--- src/rtl/keyword_pkg.sv ---
// Shared constants for the keyword transmitter: keyword length, keyword characters, FSM states.
// Latency: none (declarations only).
// Backpressure: not applicable.
package keyword_pkg;

    localparam int KW_LEN = 4;

    localparam logic [7:0] CH_B = 8'h42;
    localparam logic [7:0] CH_O = 8'h4F;
    localparam logic [7:0] CH_M = 8'h4D;

    // Element 0 is the first character on the wire.
    localparam logic [KW_LEN-1:0][7:0] KW_CHARS = {CH_B, CH_M, CH_O, CH_B};

    typedef enum logic [1:0] {
        IDLE = 2'd0,
        KEY  = 2'd1,
        GAP  = 2'd2,
        FIN  = 2'd3
    } state_t;

    // Keyword character at a given index.
    function automatic logic [7:0] kw_char(input logic [1:0] idx);
        return KW_CHARS[idx];
    endfunction

endpackage

--- src/rtl/keyword_tx.sv ---
// Streams "BOMB" reps times with GAP_LEN filler chars between repetitions; optional parity (KEYWORD_TX_PARITY_EN).
// Latency: first character valid one cycle after start is sampled; done pulses the cycle after the last beat.
// Backpressure: valid/ready; ascii and valid held stable while ready=0; all outputs registered.
module keyword_tx
    import keyword_pkg::*;
#(
    parameter int         GAP_LEN = 1,
    parameter logic [7:0] FILLER  = 8'h5F
) (
    input  logic       clk,
    input  logic       rst,
    input  logic       start,
    input  logic [3:0] reps,
    input  logic       abort,
    output logic [7:0] ascii,
    output logic       valid,
    input  logic       ready,
    output logic       busy,
    output logic       done
`ifdef KEYWORD_TX_PARITY_EN
    ,
    output logic       ascii_par
`endif
);

    state_t     state_q, state_d;
    logic [1:0] idx_q, idx_d;
    logic [3:0] rem_q, rem_d;
    logic [3:0] gap_q, gap_d;
    logic [7:0] ascii_q, ascii_d;
    logic       valid_q, valid_d;
    logic       busy_q, busy_d;
    logic       done_q, done_d;
    logic       beat;
    logic [3:0] rem_dec;

    // Next-state and next-output logic; outputs are computed one cycle ahead so they can be registered.
    always_comb begin
        state_d = state_q;
        idx_d   = idx_q;
        rem_d   = rem_q;
        gap_d   = gap_q;
        ascii_d = ascii_q;
        valid_d = valid_q;
        busy_d  = busy_q;
        done_d  = 1'b0;
        beat    = valid_q & ready;
        rem_dec = rem_q - 4'd1;

        if (abort && state_q != IDLE) begin
            // Abort beats any pending transfer, including one accepted this very cycle.
            state_d = IDLE;
            idx_d   = 2'd0;
            rem_d   = 4'd0;
            gap_d   = 4'd0;
            valid_d = 1'b0;
            busy_d  = 1'b0;
        end else begin
            case (state_q)
                IDLE: begin
                    if (start && !abort) begin
                        rem_d  = reps;
                        idx_d  = 2'd0;
                        busy_d = 1'b1;
                        if (reps != 4'd0) begin
                            state_d = KEY;
                            ascii_d = kw_char(2'd0);
                            valid_d = 1'b1;
                        end else begin
                            state_d = FIN;
                            valid_d = 1'b0;
                            done_d  = 1'b1;
                        end
                    end
                end
                KEY: begin
                    if (beat) begin
                        if (idx_q == 2'(KW_LEN - 1)) begin
                            rem_d = rem_dec;
                            idx_d = 2'd0;
                            if (rem_dec == 4'd0) begin
                                // Last repetition: no trailing gap.
                                state_d = FIN;
                                valid_d = 1'b0;
                                done_d  = 1'b1;
                            end else if (GAP_LEN > 0) begin
                                state_d = GAP;
                                gap_d   = 4'(GAP_LEN);
                                ascii_d = FILLER;
                            end else begin
                                ascii_d = kw_char(2'd0);
                            end
                        end else begin
                            idx_d   = idx_q + 2'd1;
                            ascii_d = kw_char(idx_q + 2'd1);
                        end
                    end
                end
                GAP: begin
                    if (beat) begin
                        gap_d = gap_q - 4'd1;
                        if (gap_q == 4'd1) begin
                            state_d = KEY;
                            idx_d   = 2'd0;
                            ascii_d = kw_char(2'd0);
                        end
                    end
                end
                FIN: begin
                    state_d = IDLE;
                    valid_d = 1'b0;
                    busy_d  = 1'b0;
                end
                default: begin
                    state_d = IDLE;
                    valid_d = 1'b0;
                    busy_d  = 1'b0;
                end
            endcase
        end
    end

    // State and output registers with synchronous reset.
    always_ff @(posedge clk) begin
        if (rst) begin
            state_q <= IDLE;
            idx_q   <= 2'd0;
            rem_q   <= 4'd0;
            gap_q   <= 4'd0;
            ascii_q <= 8'h00;
            valid_q <= 1'b0;
            busy_q  <= 1'b0;
            done_q  <= 1'b0;
        end else begin
            state_q <= state_d;
            idx_q   <= idx_d;
            rem_q   <= rem_d;
            gap_q   <= gap_d;
            ascii_q <= ascii_d;
            valid_q <= valid_d;
            busy_q  <= busy_d;
            done_q  <= done_d;
        end
    end

    assign ascii = ascii_q;
    assign valid = valid_q;
    assign busy  = busy_q;
    assign done  = done_q;

`ifdef KEYWORD_TX_PARITY_EN
    logic par_q;

    // Even parity registered alongside ascii so it holds with it under backpressure.
    always_ff @(posedge clk) begin
        if (rst) begin
            par_q <= 1'b0;
        end else begin
            par_q <= ^ascii_d;
        end
    end

    assign ascii_par = par_q;
`endif

endmodule

--- config.mk ---
export PLATFORM = sky130hd
export DESIGN_NAME = keyword_tx
export DESIGN_NICKNAME = d
export VERILOG_FILES = /design/src/rtl/keyword_pkg.sv /design/src/rtl/keyword_tx.sv
export SDC_FILE = /design/constraint.sdc
export NUM_CORES = 1
export LEC_CHECK = 0
export CORE_MARGIN = 3
export CORE_UTILIZATION = 54
export DETAILED_ROUTE_END_ITERATION = 12
export PLACE_DENSITY = 0.79
export SYNTH_ARGS = -nofsm -noshare
export SYNTH_HDL_FRONTEND = slang
export SYNTH_SLANG_ARGS = --single-unit
--- constraint.sdc ---
create_clock -name clk -period 2.65 [get_ports clk]
set_input_delay 0.53 -clock clk [delete_from_list [all_inputs] [get_ports clk]]
set_output_delay 0.53 -clock clk [all_outputs]
set_load 0.05 [all_outputs]
==> impl_metrics.csv <==
group,metric,value,unit
routing,first_iter_violations,40,
global_routing,grt_max_degree,18,
die,die_y,56.3,microns
critical_path,cpPeakStageDelay,0.40,ns
final_layout,drive_above_1_share,10.5,%
timing,fin_crit_sh,83.8,%
critical_path,crit_path_start_kind,"flip-flop",
clocking,clock_sinks,19,
synthesis,synthArstFlopShare,0,%
routing,drtPass1Iterations,4,
routing,antenna_left,0,
synthesis,synth_top_area_share,27.8,%
clocking,clkLatencyLatePin,0.29,ns
clocking,postCtsSetupBuffers,0,
final_layout,nets,202,
critical_path,cp_max_fo,5,
clocking,post_cts_resized,0,
timing,tightest_slew,0.504,ns
clocking,cts_inserted_buffers,3,
synthesis,postSynthAreaPerCell,8.30,sq um
timing,slew_viol_final,0,
global_routing,track_usage,19.8,%
clocking,clk_path_buf_depth,2,
routing,via_count,1258,
final_layout,n_antenna_cell,0,
timing,setup_violations,0,
synthesis,ys_seq_area_share,27.8,%
critical_path,ff2ff_setup_slack,0.43,ns
timing,relSlewSlack,66.3,%
final_layout,finalInstanceArea,1560,sq um
final_layout,num-fill-cells,188,
final_layout,multi_input_area,865,sq um
hold_path,hold_path.class,"reg2reg",
place,place.gp.congestion,0.868,
outcome,status,"finished, final reports clean",
global_routing,overflow,0,
timing,setup_ws,0.428,ns
place,dp_hpwl,2310,microns
critical_path,crit_type,"reg2reg",
synthesis,synth-edff-count,0,
clocking,cts_max_level,1,
final_layout,syn2layout_area_growth,13.9,%
synthesis,yosysTopAreaCell,"dfxtp_1",
clocking,cts_tree,"done",
critical_path,crit_arrival,2.42,ns
die,row_count,17,
synthesis,syn_area,1370,sq um
timing,timing.fmax,450,MHz
timing,min_period,2.22,ns
global_routing,antenna_found_initial,0,
power,p_per_area,1080,nW/um^2
synthesis,synth_area_leaders,"dfxtp_1, ha_1, nor2_1",
synthesis,yosys_warnings,0,
routing,drt_wl_total,3000,microns
synthesis,ys_ff_latch,19,
run,cap_violations,0,
place,post-place-cells,205,
final_layout,fin_cells,209,
synthesis,ys.flop_type,"dfxtp_1",
power,p_leak,0.000607,uW
critical_path,crit_path_end_kind,"flip-flop",
die,fp.coreArea,2300,sq um
die,dieArea,3170,sq um
clocking,cts_root_buf,"clkbuf_4",
global_routing,grt_pass1_vias,1251,
synthesis,syn_inst,165,
critical_path,path_cells,"inv_1 > ha_1 > or2_2 > o21ai_0 > a21o_1 > a31o_4 > mux2_4",
power,total_power,1680,uW
routing,wl_per_cell,14.4,microns
routing,viasPerCell,6.02,
critical_path,crit_slowest_cell,"dfxtp_1",
critical_path,cp.required,2.84,ns
die,ioPinCount,20,
global_routing,grt_pass1_wl,5180,microns
power,ir_worst_vdd,0.681,mV
place,io_buffers,17,
die,die_w,56.3,microns
clocking,cts_hold_buf,0,
place,place_ws,0.230,ns
die,start_util,59.6,%
routing,route.detailed.drc,0,
place,placed_area,1530,sq um
timing,rsz0062_at_grt,"no",
final_layout,register_area,380,sq um
clocking,clk_pin_slew,0.11,ns
timing,skew,0.00382,ns
synthesis,synth_cell_type_count,54,
timing,hold_viol,0,
timing,setup_tns,0,ns
[Yosys cell counts, types with 2 or more instances]
library cell  instances
dfxtp_1              19
nor2_1               17
inv_1                14
nand2_1              13
a21oi_1              12
ha_1                 11
o21ai_0               6
buf_4                 5
mux2i_1               4
nand2b_1              4
a211oi_1              3
a31oi_1               3
nor3_1                3
or2_2                 3
a22oi_1               2
buf_6                 2
clkbuf_1              2
nor3b_1               2
nor4_1                2
o21a_1                2
o22ai_1               2
or3_1                 2
[cells in the final DEF, fill, tap and decap left out, types with 2 or more instances in the layout]
cell type / Yosys / routed
a211oi_1: 3 / 3
a21oi_1: 12 / 12
a22oi_1: 2 / 2
a31oi_1: 3 / 3
buf_4: 5 / 4
clkbuf_4: 1 / 3
clkdlybuf4s50_1: 0 / 17
conb_1: 1 / 2
dfxtp_1: 19 / 19
ha_1: 11 / 11
inv_1: 14 / 14
mux2i_1: 4 / 4
nand2_1: 13 / 13
nand2b_1: 4 / 4
nor2_1: 17 / 17
nor3_1: 3 / 3
nor3b_1: 2 / 2
nor4_1: 2 / 2
o21a_1: 2 / 2
o21ai_0: 6 / 6
o22ai_1: 2 / 2
or2_2: 3 / 3
or3_1: 2 / 2
[critical path: cells and delay by family (launching register included)]
| family | cells | cell delay [ns] |
|---|---|---|
| AO/OA/AOI/OAI | 3 | 0.80 |
| flip-flops | 1 | 0.40 |
| multiplexers | 1 | 0.29 |
| AND/OR/NAND/NOR | 1 | 0.28 |
| adder cells (fa/ha/maj) | 1 | 0.25 |
| buffers and inverters | 1 | 0.09 |
[kinds of logic (layout without fill, tap and decap cells)]
group                      after synthesis  in the layout  share of synthesized area, %
other                                    1              2                         0.274
buffers and inverters                   24             39                          9.32
adders and majority gates               11             11                          10.1
and+or+nand+nor                         57             57                          21.4
DFF                                     19             19                          27.8
AOI/OAI and AO/OA                       48             48                          27.1
muxes                                    5              5                          4.02
[cell type report]
cell class	instances	area share (%)
Tap cell	28	2.25
Timing Repair Buffer	21	12.8
Sequential cell	19	24.4
Clock buffer	4	1.69
Inverter	14	3.37
Multi-Input combinational cell	123	55.5
[state kept, by name, indices dropped and copies added, names as in the netlist]
signal / flops
state_q: 2
ascii: 4
valid: 1
busy: 1
done: 1
rem_q: 4
idx_q: 2
gap_q: 4
[worst paths after layout]
path              startpoint  depth (start not counted)  endpoint
hold / removal      ascii[6]                          2  ascii[6]
setup / recovery    rem_q[0]                          7  ascii[1]
hold reg to reg     ascii[6]                          2  ascii[6]
setup reg to reg    rem_q[0]                          7  ascii[1]
[power by group]
part	internal (uW)	switching [uW]	total, uW	leakage, uW
registers	362	71.5	434	0.000155
clock network	58.5	93.0	151	0.0000150
logic	440	651	1090	0.000437
total	861	816	1680	0.000607
[stage by stage]
| step | utilization, % | hold slack, ns |
|---|---|---|
| floorplan | - | 0.449 |
| global placement | 66.7 | 0.445 |
| detailed placement | 66.7 | 0.475 |
| CTS | 67.9 | 0.492 |
| global route | 67.9 | 0.512 |
| finish | 67.9 | 0.489 |
[per-layer routing]
layer / wire, microns / share of wire, % / GRT usage [%] / vias to the layer above
li1: - / - / - / 616
met1: 1350 / 45 / 23.1 / 592
met2: 1450 / 48 / 33.7 / 43
met3: 159 / 5.3 / 3.91 / 7
met4: 50 / 1.7 / 10.5 / 0
met5: 0 / 0 / 0 / -
Power figures use the tool's default switching activity.
